`config.mk`:
```
export PLATFORM = sky130hd
export DESIGN_NAME = pipeline_ctrl
export DESIGN_NICKNAME = d
export VERILOG_FILES = /design/src/rtl/pipeline_ctrl.sv
export SDC_FILE = /design/constraint.sdc
export NUM_CORES = 1
export LEC_CHECK = 0
export ABC_AREA = 1
export BUFFER_PORTS_ARGS = -buffer_cell sky130_fd_sc_hd__buf_2
export CELL_PAD_IN_SITES_DETAIL_PLACEMENT = 1
export CELL_PAD_IN_SITES_GLOBAL_PLACEMENT = 2
export CORE_AREA = 2 2 95 120
export CTS_BUF_LIST = sky130_fd_sc_hd__clkbuf_4 sky130_fd_sc_hd__clkbuf_8 sky130_fd_sc_hd__clkbuf_16
export DETAILED_ROUTE_END_ITERATION = 10
export DIE_AREA = 0 0 97 122
export PLACE_DENSITY = 0.79
export SLEW_MARGIN = 20
export SYNTH_ARGS = -nofsm -noshare
export SYNTH_HDL_FRONTEND = slang
export SYNTH_SLANG_ARGS = --single-unit
export TNS_END_PERCENT = 30
```
`constraint.sdc`:
```
create_clock -name clk -period 4.2 [get_ports clk]
set_clock_uncertainty 0.2 [all_clocks]
set_input_delay 0.63 -clock clk [delete_from_list [all_inputs] [get_ports clk]]
set_output_delay 0.63 -clock clk [all_outputs]
set_load 0.05 [all_outputs]
```
`src/rtl/pipeline_ctrl.sv`:
```
// Stall/bubble/redirect sequencer for the 5-stage core: merges hazard and bus-wait
// sources into per-stage enables, bubble injects and a next-PC override.
module pipeline_ctrl #(
  parameter int PC_W  = 32,
  parameter int CNT_W = 16
) (
  input  logic             clk,
  input  logic             reset,
  input  logic             ld_use,
  input  logic             redirect,
  input  logic [PC_W-1:0]  redirect_pc,
  input  logic             if_busy,
  input  logic             mem_busy,
  output logic             f_en,
  output logic             d_en,
  output logic             e_en,
  output logic             m_en,
  output logic             w_en,
  output logic             d_bubble,
  output logic             e_bubble,
  output logic             w_bubble,
  output logic             pc_sel,
  output logic [PC_W-1:0]  pc_target,
  output logic             pend,
  output logic [CNT_W-1:0] stall_cnt,
  output logic             err
);
  typedef enum logic {RUN = 1'b0, REDIR_PEND = 1'b1} state_t;

  localparam logic [CNT_W-1:0] CNT_ONE = {{(CNT_W-1){1'b0}}, 1'b1};

  state_t          state, state_nxt;
  logic [PC_W-1:0] tgt_q, tgt_nxt;
  logic            err_nxt;

  always_ff @(posedge clk or posedge reset) begin
    if (reset) begin
      state <= RUN;
      tgt_q <= '0;
      err   <= 1'b0;
    end else begin
      state <= state_nxt;
      tgt_q <= tgt_nxt;
      err   <= err_nxt;
    end
  end

  // Strict priority: D-bus wait > load-use > I-bus wait > free-running.
  always_comb begin
    f_en      = 1'b0;
    d_en      = 1'b0;
    e_en      = 1'b0;
    m_en      = 1'b0;
    w_en      = 1'b0;
    d_bubble  = 1'b0;
    e_bubble  = 1'b0;
    w_bubble  = 1'b0;
    pc_sel    = 1'b0;
    state_nxt = state;
    tgt_nxt   = tgt_q;
    pc_target = (state == REDIR_PEND) ? tgt_q : redirect_pc;
    if (reset) begin
      pc_target = '0;
    end else if (mem_busy) begin
      w_en     = 1'b1;
      w_bubble = 1'b1;
    end else if (ld_use) begin
      e_en     = 1'b1;
      m_en     = 1'b1;
      w_en     = 1'b1;
      e_bubble = 1'b1;
    end else if (if_busy) begin
      d_en     = 1'b1;
      e_en     = 1'b1;
      m_en     = 1'b1;
      w_en     = 1'b1;
      d_bubble = 1'b1;
      // Delay-slot fetch still outstanding: park the target until it lands.
      if (state == RUN && redirect) begin
        tgt_nxt   = redirect_pc;
        state_nxt = REDIR_PEND;
      end
    end else begin
      f_en = 1'b1;
      d_en = 1'b1;
      e_en = 1'b1;
      m_en = 1'b1;
      w_en = 1'b1;
      if (state == REDIR_PEND) begin
        pc_sel    = 1'b1;
        state_nxt = RUN;
      end else if (redirect) begin
        pc_sel = 1'b1;
      end
    end
  end

  // A redirect while parked means decode issued from a bubble slot: flag it, keep tgt_q.
  assign err_nxt = err | (state == REDIR_PEND && redirect);
  assign pend    = (state == REDIR_PEND);

  always_ff @(posedge clk or posedge reset) begin
    if (reset)
      stall_cnt <= '0;
    else if (!f_en && stall_cnt != '1)
      stall_cnt <= stall_cnt + CNT_ONE;
  end
endmodule
```
Yosys cells after proc, flatten, opt, wreduce, memory -nomap -nowiden
Cells that the tools add are included.
Operators by class
  add/sub/neg operators: 1
  equal/unequal tests: 2
  multiplexer cells: 29
  bitwise operators: 5
  reductions and logical operators: 6
Operator list (count)
  32-bit 2-to-1 mux: 2
  1-bit 2-to-1 mux: 27
  16-bit by 1-bit adder with 16-bit output, second input constant: 1
  16-bit inequality test, second input constant: 1
  5-bit AND reduction: 1
  1-bit NOT: 4
  4-bit AND reduction: 1
  1-bit logical AND: 3
  2-bit by 1-bit inequality test with 1-bit output, second input constant: 1
  1-bit logical NOT: 1
  1-bit bitwise OR: 1
Word-level totals
  register bits: 50
  output and inout bits: 59
  word-level logic and storage cells: 47

Logic depth before layout (Yosys ltp)
Gate-level depths: netlist of run 1.
  depth after elaboration: 6
  mapped depth: 10

Worst setup path after synthesis of run 1
OpenSTA, ideal clock, no wires.
  path type: input-to-output
  start: in reset
  end: out pc_target[22]
  arrival: 3.914 ns
  data required time: 3.370 ns
  slack: -0.544 ns
  stages on the path: 4
  cell sequence: inv_1 clkbuf_1 o21ai_0 a21oi_1
On the way
  longest elaborated chain between the ends: 1
RTL lines
  from (decl): line 8  | input logic reset,
  32-bit 2-to-1 mux: line 62  | if (reset) begin
  to (decl): line 23  | output logic [PC_W-1:0] pc_target,
Every way passes these cells.

Worst setup path after layout of run 1
  start: reg state, in the netlist pend
  end: out pc_target[25]
On the way
  longest elaborated chain between the ends: 2
RTL lines
  from (decl): line 32  | state_t state, state_nxt;
  from (signal assigned): line 42  | state <= state_nxt;
  32-bit 2-to-1 mux: line 61  | pc_target = (state == REDIR_PEND) ? tgt_q : redirect_pc;
  32-bit 2-to-1 mux: line 62
Every way passes these cells.

==> reports/qor.csv, run 1 <==
metric;value;unit
status;complete, no violations;
p_seq_share;37.1;%
grt_start_max_net_pins;68;
p_comb_share;40.2;%
synth-compound-area-share;22.6;%
wl;7860;um
ys_types;27;
syn-num-nets;412;
first_pass_iters;4;
cts_buffer_depth;2;
yosys_register_bits;50;
finish.utilization;33.5;%
yosys_warnings;0;
final_hold_viol_count;0;
endpoint_kind;output port;
dpl.hpwl;5820;um
synth.cell_area;2910;um2
io_buffer_count;96;
swShare;44.2;%
layout.nets;500;
final_cells;597;
antenna_cells;0;
coreArea;10800;um2
chipWidth;97;um
relSlewSlack;33.2;%
cts_hold_buffers;0;
cts_sinks;50;
grt_pass1_wl;13100;um
clk_pin_slew;0.07;ns
drc_errors;0;
period_minus_slack;2.92;ns
peakVddDrop;0.316;mV
placed_cells;589;
htreeDepth;2;
cts_resized;0;
path_max_fanout;67;
synth_xor_area_share;1.80;%
clock.fmax;342;MHz
cp_top_family;buffers and inverters;
crit_slowest_cell;inv_2;
drt-initial-drc-count;75;
grt_pass1_vias;2633;
wl_per_cell;13.2;um
muxShareOfSynthArea;0;%
ios;97;
r2r_slack;1.93;ns
synthSimpleGateAreaFrac;20.7;%
period_share;69.6;%
avgSynthCellArea;7.81;um2
rsz0062_at_grt;false;
num_vias;2730;
syn_inst;373;
cts_buffers;5;
die_area;11800;um2
leakage;0.00193;uW
initial_core_util;26.9;%
mostFrequentLayoutCell;nand2_1;
path_class;reg2out;
drtAntennaViolNets;0;
design_area;3630;um2
required;3.37;ns
antenna_found_initial;0;
seq_area_frac_synth;42.9;%
die_y;122;um
finalSetupViolCount;0;
clock-root-buffer;clkbuf_16;
max_stage_delay;0.72;ns
synth_top_family_by_area;compound AO/OA/AOI/OAI gates;
viasPerCell;4.57;
fin_setup_tns;0;ns
row_count;43;
final_cell_mix;97 x nand2_1, 96 x buf_2, 50 x inv_1, 50 x dfrtp_1, 34 x o21ai_0;
hold_path.class;in2async;
drive_gt1_share;33.5;%
p_sw;814;uW
arrival;2.09;ns
path_cells;inv_2 > o21ai_0 > a21oi_1 > buf_2;
pwr-share-clk;22.7;%
track_usage;13.5;%
slew_violations;0;
cp-start-kind;flop;
powerDensity;509;nW/um2
grt_overflow_total;0;
worstMarginPinSlew;1.00;ns
cts_tree;built;
path_buf_inv;2;
intPower;1030;uW
synthAdderAreaFrac;0.429;%
postCtsSetupRepairBufs;0;
maxCapViolCount;0;
final.fill_count;1369;
globalplace.congestion;0.757;
syn_to_final_growth;24.4;%
clock_latency;0.29;ns
placed_area;3470;um2
## power by group through the flow
stage,clock [uW],combinational (uW),sequential [uW]
after floorplan,0,464,796
after global placement,0,733,688
after detailed placement,0,754,692
after CTS,437,755,685
after global routing,456,814,701
final,419,741,684
## through the flow
step	power, uW	hold WS (ns)	worst slack [ns]
finish	1840	0.107	1.28
global route	1970	0.119	1.02
CTS	1880	0.104	1.18
detailed placement	1450	0.263	1.40
global placement	1420	0.257	1.47
floorplan	1260	0.250	0.613
## flip-flops by register name, indices dropped and copies added, names as in the netlist
| register | count |
|---|---|
| pend | 1 |
| err | 1 |
| tgt_q | 32 |
| stall_cnt | 16 |
## kinds of logic after synthesis
logic type               after synthesis
AND/OR/NAND/NOR                      138
XOR/XNOR                               6
adder cells (fa/ha/maj)                1
flip-flops                            50
buffers and inverters                 72
AO/OA/AOI/OAI                        106
## cells in the mapped netlist (all sizes together)
cell type / number / share of area, %
o21a: 1 / 0.26
dfrtp: 50 / 43
a21oi: 33 / 5.7
nor2: 23 / 4.0
buf: 11 / 3.5
clkbuf: 8 / 1.0
xor2: 5 / 1.5
ha: 1 / 0.43
o21bai: 1 / 0.26
nand3: 9 / 2.1
inv: 52 / 6.7
nand4: 5 / 1.1
o21ai: 71 / 16
xnor2: 1 / 0.30
nand2: 100 / 13
clkinv: 1 / 0.30
nor3: 1 / 0.17
## final timing paths
path | startpoint | to | depth (start not counted)
max | pend | pc_target[25] | 4
min | reset | err | 2
max reg2reg | pend | tgt_q[26] | 5
min reg2reg | tgt_q[25] | tgt_q[25] | 2
max in group asynchronous | reset | stall_cnt[14] | 3
min in group clk | tgt_q[25] | tgt_q[25] | 2
## area by class of cell
class | count | area (um2) | area share, %
Clock buffer | 7 | 146 | 4.04
Clock inverter | 1 | 5.00 | 0.138
Inverter | 53 | 204 | 5.62
Multi-Input combinational cell | 251 | 1330 | 36.6
Sequential cell | 50 | 1250 | 34.5
Tap cell | 135 | 169 | 4.66
Timing Repair Buffer | 100 | 523 | 14.4
## routing by layer
layer | vias to the layer above | GRT usage [%] | routed length (um)
met4 | 0 | 3.70 | 91
met2 | 63 | 22.9 | 3920
li1 | 1358 | - | -
met5 | - | 0 | 0
met3 | 8 | 2.75 | 368
met1 | 1301 | 17.4 | 3480
(Power assumes the default switching activity.)
==> run 2, diff against run 1 <==
--- a/config.mk
+++ b/config.mk
@@ -5,15 +5,15 @@
 export SDC_FILE = /design/constraint.sdc
 export NUM_CORES = 1
 export LEC_CHECK = 0
-export ABC_AREA = 1
+export ABC_AREA = 0
 export BUFFER_PORTS_ARGS = -buffer_cell sky130_fd_sc_hd__buf_2
 export CELL_PAD_IN_SITES_DETAIL_PLACEMENT = 1
 export CELL_PAD_IN_SITES_GLOBAL_PLACEMENT = 2
-export CORE_AREA = 2 2 95 120
+export CORE_AREA = 2 2 91 115
 export CTS_BUF_LIST = sky130_fd_sc_hd__clkbuf_4 sky130_fd_sc_hd__clkbuf_8 sky130_fd_sc_hd__clkbuf_16
 export DETAILED_ROUTE_END_ITERATION = 10
-export DIE_AREA = 0 0 97 122
-export PLACE_DENSITY = 0.79
+export DIE_AREA = 0 0 93 117
+export PLACE_DENSITY = 0.75
 export SLEW_MARGIN = 20
 export SYNTH_ARGS = -nofsm -noshare
 export SYNTH_HDL_FRONTEND = slang
==> constraint.sdc (replaced) <==
create_clock -name clk -period 2.4 [get_ports clk]
set_clock_uncertainty 0.2 [all_clocks]
set_input_delay 0.36 -clock clk [delete_from_list [all_inputs] [get_ports clk]]
set_output_delay 0.36 -clock clk [all_outputs]
set_load 0.05 [all_outputs]
==> reports/qor.csv, run 2 <==
metric;value;unit
synth-async-reset-ratio;100;%
drtAntennaViolNets;0;
cts_hold_buffers;0;
cts_buffer_depth;2;
status;complete, no violations;
clk_pin_slew;0.07;ns
yosys_warnings;0;
ios;97;
initial_core_util;26.3;%
syn_to_final_growth;31.9;%
required;1.84;ns
design_area;3420;um2
reg.largest.list;tgt_q (32), stall_cnt (16);
htreeDepth;2;
swShare;42.5;%
synth.cell_area;2590;um2
path_class;reg2out;
final_hold_viol_count;0;
row_count;41;
holdWs;0.0919;ns
leakage;0.00171;uW
rsz0062_at_grt;false;
viasPerCell;4.56;
p_seq_share;36.6;%
antenna_found_initial;0;
clock-root-buffer;clkbuf_16;
drt-initial-drc-count;28;
grt_overflow_total;0;
endpoint_kind;output port;
syn_inst;226;
period_minus_slack;2.14;ns
pwr-share-clk;23.9;%
p_sw;1460;uW
dpl.hpwl;4660;um
wl;6380;um
slew_violations;0;
largest_register_ffs;32;
clock.fmax;467;MHz
yosys_register_bits;50;
grt_start_max_net_pins;51;
clock_latency;0.29;ns
mostFrequentLayoutCell;buf_2;
ys_top_cells_by_count;50 x dfrtp_1, 39 x nor2_1, 35 x mux2_1;
arrival;1.58;ns
placed_area;3250;um2
postCtsSetupRepairBufs;0;
cts_tree;built;
first_pass_iters;4;
grt_pass1_vias;2187;
fin_setup_tns;0;ns
cts_buffers;5;
r2r_slack;0.29;ns
synth_edf_count;0;
synth_top_area_share;48.3;%
path_max_fanout;25;
largest_register;tgt_q;
synth_area_leaders;dfrtp_1 48%, mux2_1 15%, mux2i_1 12%;
relSlewSlack;56.6;%
synth_most_common_cell;dfrtp_1;
num_vias;2066;
drive_gt1_share;37.3;%
die_area;10900;um2
antenna_cells;0;
ys_types;34;
maxCapViolCount;0;
intPower;1980;uW
period_share;89.3;%
chipWidth;93;um
drc_errors;0;
p_comb_share;39.5;%
cts_resized;0;
final.fill_count;1187;
globalplace.congestion;0.774;
seq_area_frac_synth;48.3;%
io_buffer_count;96;
worstMarginPinSlew;0.651;ns
coreArea;9850;um2
finalSetupViolCount;0;
powerDensity;1010;nW/um2
synth_area_leader_cell;dfrtp_1;
cts_sinks;50;
avgSynthCellArea;11.5;um2
track_usage;12.4;%
layout.nets;362;
grt_pass1_wl;10600;um
final_cell_mix;96 x buf_2, 49 x dfrtp_1, 39 x nor2_1, 35 x mux2_1, 32 x mux2i_1;
peakVddDrop;0.768;mV
cp-start-kind;flop;
hold_path.class;in2reg;
wl_per_cell;14.1;um
die_y;117;um
synth_ff_type;dfrtp_1;
syn-num-nets;265;
## run 2: metal layers
metal  vias to the layer above  part of all wire, %  wire length [um]  track usage [%]
met5                         -                    0                 0                0
met3                         6                  7.1               453             3.97
met2                        63                   51              3250             21.5
met4                         0                  1.2                74             3.82
met1                      1022                   41              2600             14.6
li1                        975                    -                 -                -
## run 2: power by group through the flow
stage	Sequential (uW)	Combinational, uW	Clock (uW)
2_1_floorplan	1570	732	0
3_3_place_gp	1260	1370	0
3_5_place_dp	1280	1380	0
4_1_cts	1270	1390	862
5_1_grt	1300	1470	889
6_report	1260	1360	822
## run 2: kinds of logic (layout without fill, tap and decap cells)
family	Yosys count	count (layout)	synth area share, %
buffers and inverters	16	114	2.85
multiplexers	67	67	27.6
AND/OR/NAND/NOR	76	76	15.6
flip-flops	50	50	48.3
adder cells (fa/ha/maj)	1	1	0.483
XOR/XNOR	13	13	4.39
AO/OA/AOI/OAI	3	3	0.773
## run 2: worst paths after layout
path | depth (start not counted) | startpoint | end
max | 4 | pend | pc_target[17]
max in group asynchronous | 4 | reset | pend
max reg2reg | 5 | stall_cnt[0] | stall_cnt[12]
min | 2 | redirect_pc[29] | tgt_q[29]
min reg2reg | 1 | err | err
min in group asynchronous | 4 | reset | tgt_q[26]
## run 2: through the flow
step           worst slack (ns)  utilization [%]  total power, uW  std cells
2_1_floorplan            -0.216                -             2310        226
3_3_place_gp              0.233             33.0             2630        445
3_5_place_dp              0.205             33.0             2660        445
4_1_cts                   0.224             34.7             3510        453
5_1_grt                   0.112             34.7             3660        453
6_report                  0.256             34.7             3440        453
## run 2: final cells by class
class | instances | area, um2 | area share (%)
clock buffers | 6 | 133 | 3.88
multi-input cells | 160 | 1270 | 37.3
clock inverters | 2 | 37.5 | 1.10
well taps | 129 | 161 | 4.72
flip-flops and latches | 50 | 1250 | 36.6
repair buffers | 103 | 546 | 16.0
inverters | 3 | 15.0 | 0.439
## run 2: worst max-delay path, stage by stage (launching register included)
cell and delay [ns]:
dfrtp_2 0.35, buf_4 0.37, mux2i_1 0.13, nor2_1 0.13, buf_2 0.28
